**src/rtl/exc_ctrl_pkg.sv**
```systemverilog
// Shared definitions for the exception controller: ExcCodes, FSM encoding,
// Status bit positions and the Cause word builder.
package exc_ctrl_pkg;

    typedef enum logic [2:0] {
        ST_IDLE   = 3'd0,
        ST_SAVE   = 3'd1,
        ST_VECTOR = 3'd2,
        ST_ERET   = 3'd3,
        ST_RVEC   = 3'd4,
        ST_FLUSH  = 3'd5
    } exc_state_e;

    localparam logic [4:0] EXC_SYS = 5'd8;
    localparam logic [4:0] EXC_BRK = 5'd9;
    localparam logic [4:0] EXC_TEQ = 5'd13;

    localparam int STS_IE  = 0;
    localparam int STS_SYS = 1;
    localparam int STS_BRK = 2;
    localparam int STS_TEQ = 3;

    localparam int CNT_W = 4;

    function automatic logic [31:0] mk_cause(input logic [4:0] code);
        return {25'b0, code, 2'b0};
    endfunction

endpackage

```
**src/rtl/exc_prio_enc.sv**
```systemverilog
// Combinational request arbiter: eret beats syscall beats break beats teq.
// Exceptions must be enabled globally and individually; eret needs neither.
module exc_prio_enc
    import exc_ctrl_pkg::*;
(
    input  logic       instr_valid_i,
    input  logic       sys_req_i,
    input  logic       brk_req_i,
    input  logic       teq_req_i,
    input  logic       eret_req_i,
    input  logic [3:0] status_i,
    output logic       accept_o,
    output logic       is_eret_o,
    output logic [4:0] code_o
);

    logic sys_en;
    logic brk_en;
    logic teq_en;

    assign sys_en = instr_valid_i & status_i[STS_IE] & status_i[STS_SYS] & sys_req_i;
    assign brk_en = instr_valid_i & status_i[STS_IE] & status_i[STS_BRK] & brk_req_i;
    assign teq_en = instr_valid_i & status_i[STS_IE] & status_i[STS_TEQ] & teq_req_i;

    always_comb begin
        accept_o  = 1'b0;
        is_eret_o = 1'b0;
        code_o    = 5'd0;
        if (instr_valid_i && eret_req_i) begin
            accept_o  = 1'b1;
            is_eret_o = 1'b1;
        end else if (sys_en) begin
            accept_o = 1'b1;
            code_o   = EXC_SYS;
        end else if (brk_en) begin
            accept_o = 1'b1;
            code_o   = EXC_BRK;
        end else if (teq_en) begin
            accept_o = 1'b1;
            code_o   = EXC_TEQ;
        end
    end

endmodule

```
**src/rtl/exc_ctrl.sv**
```systemverilog
// Exception / eret sequencer: saves context to CP0, redirects fetch and
// holds the front end stalled while the pipeline drains.
module exc_ctrl
    import exc_ctrl_pkg::*;
#(
    parameter logic [31:0] HANDLER_ADDR = 32'h0040_0004,
    parameter int unsigned FLUSH_CYCLES = 2
) (
    input  logic        clk,
    input  logic        rst,
    input  logic        instr_valid,
    input  logic        sys_req,
    input  logic        brk_req,
    input  logic        teq_req,
    input  logic        eret_req,
    input  logic [31:0] pc_in,
    input  logic [31:0] status,
    input  logic [31:0] epc,
    output logic        exception,
    output logic        eret,
    output logic [31:0] cause,
    output logic [31:0] pc_exc,
    output logic        redirect,
    output logic [31:0] redirect_pc,
    output logic        stall
);

    localparam logic [CNT_W-1:0] FLUSH_LD = CNT_W'(FLUSH_CYCLES);

    exc_state_e       state_q, state_d;
    logic [CNT_W-1:0] cnt_q, cnt_d;
    logic [31:0]      cause_q, cause_d;
    logic [31:0]      pc_exc_q, pc_exc_d;

    logic       accept;
    logic       is_eret;
    logic [4:0] code;
    logic       unused_status;

    assign unused_status = ^status[31:4];

    exc_prio_enc u_prio (
        .instr_valid_i (instr_valid),
        .sys_req_i     (sys_req),
        .brk_req_i     (brk_req),
        .teq_req_i     (teq_req),
        .eret_req_i    (eret_req),
        .status_i      (status[3:0]),
        .accept_o      (accept),
        .is_eret_o     (is_eret),
        .code_o        (code)
    );

    always_ff @(posedge clk or posedge rst) begin
        if (rst) begin
            state_q  <= ST_IDLE;
            cnt_q    <= '0;
            cause_q  <= '0;
            pc_exc_q <= '0;
        end else begin
            state_q  <= state_d;
            cnt_q    <= cnt_d;
            cause_q  <= cause_d;
            pc_exc_q <= pc_exc_d;
        end
    end

    // Strobes decode purely from state so an async reset clears them at once.
    always_comb begin
        state_d     = state_q;
        cnt_d       = cnt_q;
        cause_d     = cause_q;
        pc_exc_d    = pc_exc_q;
        exception   = 1'b0;
        eret        = 1'b0;
        redirect    = 1'b0;
        redirect_pc = '0;
        stall       = 1'b1;
        unique case (state_q)
            ST_IDLE: begin
                stall = 1'b0;
                if (accept) begin
                    if (is_eret) begin
                        state_d = ST_ERET;
                    end else begin
                        state_d  = ST_SAVE;
                        cause_d  = mk_cause(code);
                        pc_exc_d = pc_in;
                    end
                end
            end
            ST_SAVE: begin
                exception = 1'b1;
                state_d   = ST_VECTOR;
            end
            ST_VECTOR: begin
                redirect    = 1'b1;
                redirect_pc = HANDLER_ADDR;
                state_d     = ST_FLUSH;
                cnt_d       = FLUSH_LD;
            end
            ST_ERET: begin
                eret    = 1'b1;
                state_d = ST_RVEC;
            end
            ST_RVEC: begin
                redirect    = 1'b1;
                redirect_pc = epc;
                state_d     = ST_FLUSH;
                cnt_d       = FLUSH_LD;
            end
            ST_FLUSH: begin
                if (cnt_q <= CNT_W'(1)) begin
                    state_d = ST_IDLE;
                    cnt_d   = '0;
                end else begin
                    cnt_d = cnt_q - CNT_W'(1);
                end
            end
            default: begin
                state_d = ST_IDLE;
            end
        endcase
    end

    assign cause  = cause_q;
    assign pc_exc = pc_exc_q;

endmodule

```
**config.mk**
```make
export PLATFORM = sky130hd
export DESIGN_NAME = exc_ctrl
export DESIGN_NICKNAME = d
export VERILOG_FILES = /design/src/rtl/exc_ctrl_pkg.sv /design/src/rtl/exc_prio_enc.sv /design/src/rtl/exc_ctrl.sv
export SDC_FILE = /design/constraint.sdc
export NUM_CORES = 1
export LEC_CHECK = 0
export BUFFER_PORTS_ARGS = -buffer_cell sky130_fd_sc_hd__buf_4
export CAP_MARGIN = 20
export CELL_PAD_IN_SITES_DETAIL_PLACEMENT = 0
export CELL_PAD_IN_SITES_GLOBAL_PLACEMENT = 1
export CORE_MARGIN = 8
export CORE_UTILIZATION = 28
export CTS_CLUSTER_DIAMETER = 150
export CTS_CLUSTER_SIZE = 30
export DETAILED_ROUTE_END_ITERATION = 16
export PLACE_DENSITY = 0.83
export SETUP_SLACK_MARGIN = 0.4
export SYNTH_ARGS = -nofsm -noshare
export SYNTH_HDL_FRONTEND = slang
export SYNTH_HIERARCHICAL = 1
export SYNTH_SLANG_ARGS = --single-unit
export TNS_END_PERCENT = 50
```
**constraint.sdc**
```tcl
create_clock -name clk -period 2 [get_ports clk]
set_clock_uncertainty 0.05 [all_clocks]
set_input_delay 0.4 -clock clk [delete_from_list [all_inputs] [get_ports clk]]
set_output_delay 0.4 -clock clk [all_outputs]
set_load 0.01 [all_outputs]
```
# Yosys cells after proc, flatten, opt, wreduce, memory -nomap -nowiden
# Index checks and enable logic that the tools add are counted.
classes:
  addsub: 1
  order_cmp: 1
  eq_ne: 7
  muxes: 20
  bitwise_logic: 8
  reduce_logical: 6
op_table:
  columns: ["operator", "n"]
  rows:
  - ["32-bit one-hot mux with 2 select lines", 1]
  - ["5-bit 2-to-1 mux", 3]
  - ["3-bit one-hot mux with 5 select lines", 1]
  - ["1-bit 2-to-1 mux", 9]
  - ["4-bit 2-to-1 mux", 2]
  - ["4-bit one-hot mux with 2 select lines", 1]
  - ["1-bit bitwise AND", 7]
  - ["3-bit by 2-bit == test with 1-bit output, second input constant", 2]
  - ["3-bit == test, second input constant", 2]
  - ["3-bit 2-to-1 mux", 2]
  - ["4-bit by 1-bit <= comparator with 1-bit output, second input constant", 1]
  - ["2-bit inequality test, second input constant", 2]
  - ["4-bit by 1-bit subtractor with 4-bit output, second input constant", 1]
  - ["3-bit by 1-bit == test with 1-bit output, second input constant", 1]
  - ["3-bit zero test", 1]
  - ["3-bit AND reduction", 1]
  - ["2-bit 2-to-1 mux", 1]
  - ["2-bit AND reduction", 1]
  - ["2-bit nonzero test", 1]
  - ["2-bit OR reduction", 1]
  - ["1-bit logical AND", 1]
  - ["1-bit inverter", 1]
word_totals:
  register_bits: 44
  input_bits: 103
  output_inout_bits: 100
  wordCells: 47

# Logic depth before layout (Yosys ltp)
# Gate-level depths: netlist of the first run.
logic_depth:
  depth_word: 9
  depth_mapped: 5
  ltp_nobuf: 5

# By module
# The synthesis of the first run kept the hierarchy.
by_module_without_submodules:
  columns: ["module", "n_inst", "cells_each", "area_per_inst_um2", "seq_area_each_um2"]
  rows:
  - ["exc_ctrl", 1, 195, 2396.0, 1101.1]
  - ["exc_prio_enc", 1, 15, 106.4, 0.0]

# Worst setup path after synthesis of the first run
# No wires, ideal clock.
synth_timing:
  path_kind: "reg2out"
  start: "reg state_q[1]"
  end: "out redirect_pc[22]"
  arrival_time_ns: 1.206
  required_time_ns: 1.550
  path_slack_ns: 0.344
  path_stages_with_launch: 6
  n_path_buf: 2
  path_cell_list: "dfrtp_1 -> buf_6 -> and2b_1 -> clkbuf_2 -> nand2_1 -> a21oi_1"
synth_via:
  elab_chain_cells: 2
  word_cells_on_any_way: 3
  cone_classes: "eq/ne (2); mux (1)"
synth_lines:
  columns: ["item", "line_no", "text"]
  rows:
  - ["start: declaration", "exc_ctrl.sv:30", "exc_state_e state_q, state_d;"]
  - ["start signal: assignment", "exc_ctrl.sv:61", "state_q <= state_d;"]
  - ["3-bit == test or 3-bit by 2-bit == test with 1-bit output (tied branches)", "exc_ctrl.sv:79", "unique case (state_q)"]
  - ["32-bit one-hot mux with 2 select lines (*)", "exc_ctrl.sv:79", null]
  - ["end: declaration", "exc_ctrl.sv:24", "output logic [31:0] redirect_pc,"]
# Mark *: on every way between the ends. The rest lies on a longest branch, timed or not.

# Worst setup path in the final report of the first run
layout_timing:
  start: "reg state_q[1]"
  end: "out redirect_pc[5]"
# The elaborated chain is that of the path after synthesis.

==> results of run 1 <==
cells in the final DEF, fill, tap and decap left out, types with 2 or more instances in the layout:
cell / instances
a21oi_1: 3
inv_1: 4
buf_6: 2
nor2_1: 3
and3_1: 30
o31a_1: 3
a21oi_2: 4
dfrtp_1: 44
buf_4: 152
clkbuf_8: 5
buf_12: 5
mux2_4: 30
o21ai_0: 6
nand2b_4: 2
nand2_2: 2
nand2_1: 4
ha_1: 2
and2_1: 2
o31ai_1: 3
clkbuf_16: 3
mux2_2: 7
nor3_1: 4
conb_1: 29
flip-flops by register name, indices dropped and copies added, names as in the netlist:
register / count
pc_exc: 32
cnt_q: 4
cause: 5
state_q: 3
worst max path at each step:
stage,slack [ps],to
final,80,redirect_pc[5]
after CTS,120,redirect_pc[22]
after floorplan,380,redirect_pc[0]
after global routing,30,redirect_pc[26]
after global placement,180,pc_exc[20]
after detailed placement,180,pc_exc[23]
worst register-to-register path, cell delays in order (launching register included):
cell     delay (ps)
dfrtp_1         380
buf_4           140
buf_8           130
nor2_8           80
buf_4           150
nand3_4         100
buf_12          190
mux2_4          320
area by class of cell:
| type | count | area, µm² | share of cell area [%] |
|---|---|---|---|
| clock buffer | 5 | 68.8 | 1.74 |
| sequential | 44 | 1100 | 27.8 |
| timing repair buffer | 163 | 1350 | 34.2 |
| inverter | 5 | 18.8 | 0.475 |
| tap | 108 | 135 | 3.42 |
| multi-input combinational | 147 | 1230 | 31.1 |
| clock inverter | 3 | 46.3 | 1.17 |
logic make-up after synthesis:
group | Yosys count
buffers and inverters | 46
and+or+nand+nor | 54
muxes | 37
AOI/OAI and AO/OA | 25
DFF | 44
adders and majority gates | 2
other | 2
metal layers:
layer / track usage, % / up-vias / wire length (µm)
met1: 12.4 / 959 / 2990
met2: 20.7 / 72 / 4150
met4: 3.42 / 0 / 89
met5: 0 / - / 0
li1: - / 989 / -
met3: 2.76 / 6 / 334
power breakdown:
part           switching, mW  internal, mW
clock network          0.325         0.377
registers              0.259          1.31
logic                   1.31          1.84
total                   1.89          3.53
metrics by stage:
step           setup slack, ps  instances  utilization, %  hold WS (ps)
2_1_floorplan              375        237               -           465
3_3_place_gp               178        459            42.2           335
3_5_place_dp               178        459            42.2           345
4_1_cts                    120        469            44.2          15.9
5_1_grt                   33.1        475            45.6          17.4
6_report                  79.7        475            45.6          13.3
timing repair:
item	4_1_cts	5_1_grt
gates resized for setup	9	8
cloned	0	3
setup endpoints to repair	39	77
buffers inserted	2	3
pin swaps	1	3
==> flow_summary.yaml, run 1 <==
status:
  outcome: "completed"
synthesis:
  yosys.area_share.simple_pct: 14.1
  synth_warnings: 6
  yosysMostFrequentCell: "dfrtp_1"
  ys_ff_latch: 44
  synthCells: 210
  synth_top_family_by_area: "multiplexers"
  synthXorXnorAreaFrac_pct: 0
  synth_mux_area_share_pct: 21.2
  ys_seq_area_share_pct: 44.0
  netlist_area_um2: 2500
  synth_area_leaders: "dfrtp_1 (44%), mux2_4 (18%), buf_4 (9.0%)"
  syn_area_per_cell_um2: 11.9
  ys_top_cells_by_count: "dfrtp_1 (44), and3_1 (30), buf_4 (30), mux2_4 (30)"
  yosysTopAreaCell: "dfrtp_1"
  synth_edf_count: 0
  synth_top_cell_area_share_pct: 44.0
  synth_compound_area_share_pct: 6.80
  ys.flop_type: "dfrtp_1"
  ys_types: 33
  synthArstFlopShare_pct: 100
  synthAdderAreaFrac_pct: 1.00
drt:
  wl_per_cell_um: 15.9
  ant_nets: 0
  drc_errors: 0
  vias: 2026
  vias_per_cell: 4.27
  first_iter_violations: 111
  firstDrtPassIters: 4
  drt-total-wl_um: 7570
global_route:
  grt_max_degree: 35
  grt_overflow: 0
  antenna_found_initial: 0
  grt_pass1_wl_um: 11500
  grt_pass1_vias: 2129
  groute.usage.overall_pct: 11.3
cells_and_area:
  final_cell_area_um2: 3950
  n_antenna_cell: 0
  area_delta_synth_final_pct: 58.0
  nNetsFinal: 471
  n_fill_cell: 782
  drive_above_1_share_pct: 60.8
critical_path:
  crit_slowest_cell: "dfrtp_1"
  worst-path-buf-inv: 2
  cp-end-kind: "primary output"
  crit_chain: "and2b_4 > buf_12 > and3_1 > buf_4"
  cp.arrival_ps: 1470
  cp_slowest_stage_delay_ps: 380
  rrSetupSlack_ps: 350
  reg2reg_depth: 7
  required_ps: 1550
  critPathMaxFanout: 5
  r2r-start: "state_q[1]"
  reg2reg_to: "pc_exc[30]"
  worst_setup_path_start_kind: "register"
  cp-startpoint: "state_q[1]"
  crit_type: "reg2out"
  worst-path-stages: 4
  path_delay_family: "simple AND/OR/NAND/NOR gates"
floorplan:
  design.core.area_um2: 8680
  fp-row-count: 34
  die_area_um2: 12200
  start_util_pct: 28.8
  die_x_um: 111
  die_h_um: 111
  pin_count: 203
cts:
  cts_buffers: 5
  cts_hold_repair.buffers: 0
  cts_root_buf: "clkbuf_8"
  cts_tree: "yes"
  clockBufferDepth: 2
  clk_latency_ps: 290
  clkTransAtPathRegs_ps: 90
  htreeDepth: 2
  clock-sinks: 44
sta:
  finalHoldViolCount: 0
  fin_crit_sh_pct: 96.0
  tns_ps: 0
  setup_violations: 0
  clock.fmax_mhz: 521
  finalMaxSlewViolations: 0
  period_minus_slack_ps: 1920
  rsz0062_at_grt: "yes"
pwr:
  p_leak_nw: 2.19
  totalPowerFinal_mw: 5.42
  p_per_area_nw_per_um2: 1370
  ir_worst_vdd_v: 0.000424
place:
  hpwlAfterDp_um: 5860
  port_buffers: 147
  place.gp.congestion: 0.758
  post_dp_cell_area_um2: 3660
job:
  max-cap-violations: 0
min_path:
  hp-class: "in2async"
Note: power is estimated with default switching activity, not from simulation.
==> run 2, diff against run 1 <==
--- a/config.mk
+++ b/config.mk
@@ -6,14 +6,14 @@
 export NUM_CORES = 1
 export LEC_CHECK = 0
-export BUFFER_PORTS_ARGS = -buffer_cell sky130_fd_sc_hd__buf_4
 export CAP_MARGIN = 20
 export CELL_PAD_IN_SITES_DETAIL_PLACEMENT = 0
 export CELL_PAD_IN_SITES_GLOBAL_PLACEMENT = 1
 export CORE_MARGIN = 8
-export CORE_UTILIZATION = 28
+export CORE_UTILIZATION = 45
 export CTS_CLUSTER_DIAMETER = 150
 export CTS_CLUSTER_SIZE = 30
 export DETAILED_ROUTE_END_ITERATION = 16
-export PLACE_DENSITY = 0.83
+export DONT_BUFFER_PORTS = 1
+export PLACE_DENSITY = 0.82
 export SETUP_SLACK_MARGIN = 0.4
 export SYNTH_ARGS = -nofsm -noshare
==> constraint.sdc (replaced) <==
create_clock -name clk -period 2 [get_ports clk]
set_clock_uncertainty 0.05 [all_clocks]
set_input_delay 0.4 -clock clk [delete_from_list [all_inputs] [get_ports clk]]
set_output_delay 0.4 -clock clk [all_outputs]
set_load 0.05 [all_outputs]
==> run 2 against run 1 <==
  * The run now ends with negative hold slack left
  * Maximum frequency shrank 0.67%
  * Sequential power rose by 87%
  * Final cell count shrank 36%
  * Wire length shrank 19%
  * Count of clock-buffer cells in the layout is 2 higher
  * Register-to-register slack lost 60 ps
  * Critical path type unchanged
  * Critical endpoint is now redirect_pc[1]
  * Largest power group unchanged
==> flow_summary.yaml, run 2 (synthesized netlist as in run 1, its figures left out) <==
status:
  outcome: "finished, violations left"
  failed_checks: "negative hold slack"
cells_and_area:
  drive_above_1_share_pct: 51.5
  largest_register_ff_count: 32
  seq_area_um2: 1100
  post-route-util_pct: 58.2
  mostFrequentLayoutCells: "dfrtp_1 (43), mux2_4 (30), and3_4 (29), conb_1 (29), buf_12 (12)"
  multi_input_area_um2: 1430
  nNetsFinal: 337
  n_fill_cell: 431
  n_antenna_cell: 0
  final_common_cell: "dfrtp_1"
  area_delta_synth_final_pct: 26.5
cts:
  cts_root_buf: "clkbuf_8"
  clk_latency_ps: 290
  htreeDepth: 2
  clockBufferDepth: 2
  cts_tree: "yes"
  cts_buffers: 5
  clock-sinks: 44
  clkTransAtPathRegs_ps: 80
global_route:
  grt_pass1_wl_um: 9920
  groute.usage.overall_pct: 14.7
  grt_max_degree: 26
  antenna_found_initial: 0
  grt_pass1_vias: 1748
  grt_overflow: 0
sta:
  fin_crit_sh_pct: 96.7
  tns_ps: 0
  finalMaxSlewViolations: 0
  finalHoldViolCount: 23
  rsz0062_at_grt: "yes"
  setup_violations: 0
  fin_hold_ws_ps: -11.4
  period_minus_slack_ps: 1930
  slew_headroom_pct: 47.4
  worst_pin_slew_ps: 784
  clock.fmax_mhz: 517
pwr:
  pwr-share-clk_pct: 8.0
  combPwrFrac_pct: 48.5
  p_leak_nw: 1.51
  swShare_pct: 54.1
  p_per_area_nw_per_um2: 2130
  switchingPower_mw: 3.64
  ir_worst_vdd_v: 0.00106
  intPower_mw: 3.09
  power_frac_seq_pct: 43.5
floorplan:
  die_area_um2: 8200
  die_h_um: 90.6
  design.core.area_um2: 5440
  pin_count: 203
  start_util_pct: 46.0
  die_x_um: 90.6
  fp-row-count: 27
place:
  port_buffers: 0
  hpwlAfterDp_um: 4850
  place.gp.congestion: 0.796
critical_path:
  cp-startpoint: "state_q[1]"
  crit_type: "reg2out"
  required_ps: 1550
  cp-end-kind: "primary output"
  worst_setup_path_start_kind: "register"
  critPathMaxFanout: 6
  cp.arrival_ps: 1480
  r2r-start: "state_q[1]"
min_path:
  hp-class: "in2async"
drt:
  wl_met2_um: 3180
  vias_per_cell: 5.19
  wl_per_cell_um: 20.0
  highest_layer: "met4"
  dr_wl_met3_um: 849
  drt-total-wl_um: 6110
  drt-met1-wl_um: 2050
  drc_errors: 0
  firstDrtPassIters: 4
  ant_nets: 0
  first_iter_violations: 42
  vias: 1584
job:
  max-cap-violations: 0
## run 2: changes by cell type in the layout (fill, tap and decap cells not counted), sizes merged
cell | previous run | this run
inv | 6 | 4
clkinvlp | 1 | 0
clkbuf | 8 | 7
bufinv | 1 | 0
buf | 160 | 29
clkinv | 0 | 2
## run 2: final cells by class
class | instances | share of cell area [%]
clock buffers | 7 | 2.41
clock inverters | 1 | 0.277
inverters | 5 | 0.593
multi-input cells | 147 | 45.1
flip-flops and latches | 44 | 34.8
well taps | 72 | 2.85
repair buffers | 29 | 14.0
## run 2: critical path, stage by stage, from the launching register on
cell and delay [ps]:
dfrtp_1 390, and2b_4 290, buf_12 130, buf_16 110
and3_4 280
## run 2: timing repair
item,4_1_cts,5_1_grt
gates resized for setup,15,2
setup buffers,8,0
pin swaps,7,4
setup endpoints to repair,73,73
cloned,3,0
hold buffers,0,0
## run 2: final timing paths
| kind | endpoint | slack (ps) | cells past startpoint |
|---|---|---|---|
| min in group clk | pc_exc[30] | 200 | 1 |
| min | pc_exc[28] | -10 | 1 |
| max | redirect_pc[1] | 70 | 4 |
| max reg2reg | pc_exc[17] | 290 | 7 |
| max in group asynchronous | state_q[0] | 1320 | 2 |
| min reg2reg | cnt_q[0] | 510 | 1 |
## run 2: metal layers
metal,vias up,global-route usage (%)
met3,5,9.23
met4,0,2.91
met5,-,0
met2,103,25.9
met1,757,14.2
li1,719,-
## run 2: power by group through the flow
stage / sequential [mW] / combinational, mW / clock (mW)
detailed placement: 2.97 / 2.80 / 0
floorplan: 2.81 / 2.42 / 0
global route: 2.99 / 3.45 / 0.598
global placement: 2.96 / 2.76 / 0
finish: 2.93 / 3.26 / 0.540
CTS: 2.94 / 3.28 / 0.553
## run 2: metrics by stage
stage	setup slack, ps	hold WS, ps	instances	total power [mW]	area (µm²)
global route	6.27	35.5	305	7.04	3170
floorplan	266	465	237	5.23	2840
finish	66.8	-11.4	305	6.73	3170
global placement	246	321	286	5.72	2880
detailed placement	217	330	286	5.77	2880
CTS	67.7	6.52	305	6.77	3160
==> run 3, diff against run 2 <==
- CORE_UTILIZATION: 45 -> 48
- PLACE_DENSITY: 0.82 -> 0.86
- clock period: 2 -> 2.3 ns (I/O delays scaled with it)
==> run 3 against run 2 <==
  * The flow now finishes without violations
  * Wire length is 12% higher
  * Sequential cell count unchanged
  * Final area is 3.1% higher
  * Total power decreased by 12%
  * Sequential power decreased by 13%
  * Register-to-register slack improved by 170 ps
  * Utilization up 6.1 points
  * Worst hold slack better by 49 ps
  * Global-route usage is 1.3 points higher
  * Die area shrank 5.2%
  * Highest routed layer unchanged
==> flow_summary.yaml, run 3 (synthesized netlist as in run 1, its figures left out) <==
pwr:
  combPwrFrac_pct: 46.5
  power_frac_seq_pct: 43.1
  ir_worst_vdd_v: 0.000748
  swShare_pct: 53.3
  p_leak_nw: 1.60
  pwr-share-clk_pct: 10.4
  p_per_area_nw_per_um2: 1820
  switchingPower_mw: 3.16
  intPower_mw: 2.77
drt:
  drc_errors: 0
  firstDrtPassIters: 4
  vias: 1642
  wl_per_cell_um: 21.8
  ant_nets: 0
  vias_per_cell: 5.23
  first_iter_violations: 111
  drt-total-wl_um: 6840
sta:
  setup_violations: 0
  tns_ps: 0
  worst_pin_slew_ps: 765
  fin_crit_sh_pct: 88.5
  finalHoldViolCount: 0
  period_minus_slack_ps: 2040
  slew_headroom_pct: 48.7
  clock.fmax_mhz: 491
  finalMaxSlewViolations: 0
  rsz0062_at_grt: "yes"
cells_and_area:
  final_common_cell: "dfrtp_1"
  largest_register_ff_count: 32
  area_delta_synth_final_pct: 30.4
  n_fill_cell: 404
  post-route-util_pct: 64.3
  seq_area_um2: 1100
  n_antenna_cell: 0
  nNetsFinal: 348
  multi_input_area_um2: 1290
  mostFrequentLayoutCells: "dfrtp_1 (42), mux2_4 (30), conb_1 (29)"
  drive_above_1_share_pct: 49.6
floorplan:
  die_x_um: 88.2
  design.core.area_um2: 5070
  pin_count: 203
  start_util_pct: 49.3
  die_h_um: 88.2
  die_area_um2: 7780
  fp-row-count: 26
global_route:
  grt_max_degree: 35
  grt_pass1_wl_um: 9650
  grt_overflow: 0
  groute.usage.overall_pct: 16.0
  grt_pass1_vias: 1768
  antenna_found_initial: 0
cts:
  clk_latency_ps: 290
  clockBufferDepth: 2
  cts_root_buf: "clkbuf_8"
  cts_hold_repair.buffers: 0
  cts_buffers: 5
  htreeDepth: 2
  clock-sinks: 44
  cts_tree: "yes"
  clkTransAtPathRegs_ps: 80
place:
  place.gp.congestion: 0.783
  hpwlAfterDp_um: 5170
  port_buffers: 0
status:
  outcome: "completed"
critical_path:
  required_ps: 1790
  cp-end-kind: "primary output"
  worst_setup_path_start_kind: "register"
  cp-startpoint: "state_q[1]"
  crit_type: "reg2out"
  cp.arrival_ps: 1530
  critPathMaxFanout: 16
  r2r-start: "cnt_q[0]"
min_path:
  hp-class: "in2async"
job:
  max-cap-violations: 0
==> run 3: per-layer routing <==
metal | GRT usage [%] | vias to the layer above | part of all wire [%]
li1 | - | 745 | -
met1 | 18.3 | 791 | 36
met2 | 27.7 | 98 | 53
met3 | 4.78 | 8 | 9.7
met4 | 4.92 | 0 | 1.2
met5 | 0 | - | 0
==> run 3: through the flow <==
step / setup slack [ps] / power [mW] / hold slack (ps) / area (µm²) / cells
3_3_place_gp: 433 / 4.94 / 366 / 2950 / 298
2_1_floorplan: 307 / 4.29 / 465 / 2640 / 237
6_report: 265 / 5.94 / 37.6 / 3260 / 314
3_5_place_dp: 405 / 5.02 / 378 / 2950 / 298
5_1_grt: 209 / 6.18 / 81.5 / 3260 / 314
4_1_cts: 277 / 5.77 / 52.2 / 3130 / 309
==> run 3: area by class of cell <==
class	count	share of cell area, %
Clock inverter	2	1.19
Inverter	5	0.690
Clock buffer	6	2.53
Multi-Input combinational cell	147	39.5
Timing Repair inverter	1	0.230
Tap cell	70	2.68
Timing Repair Buffer	39	19.4
Sequential cell	44	33.8
==> run 3: final timing paths <==
path,endpoint,slack [ps],cells after the start
setup / recovery,redirect_pc[12],260,3
hold / removal,pc_exc[11],40,1
setup reg to reg,cnt_q[3],460,5
hold reg to reg,cnt_q[0],530,1
max in group asynchronous,state_q[2],1620,2
min in group clk,pc_exc[13],260,1
==> run 3: critical path, stage by stage (launching register included) <==
cell and delay, ps:
dfrtp_1 380, and2b_4 310, clkbuf_16 180, and3_2 360
==> run 3: power groups by stage <==
stage,logic (mW),registers (mW),clock network (mW)
6_report,2.76,2.56,0.619
5_1_grt,2.91,2.61,0.671
4_1_cts,2.56,2.58,0.639
3_5_place_dp,2.45,2.57,0
3_3_place_gp,2.40,2.54,0
2_1_floorplan,1.85,2.44,0
==> run 3: repair_timing <==
item                                    CTS  global route
pin swaps                                 1             6
buffers inserted                          2             3
gates resized for setup                  11            13
endpoints found under the setup margin   36            36
cloned                                    1             2
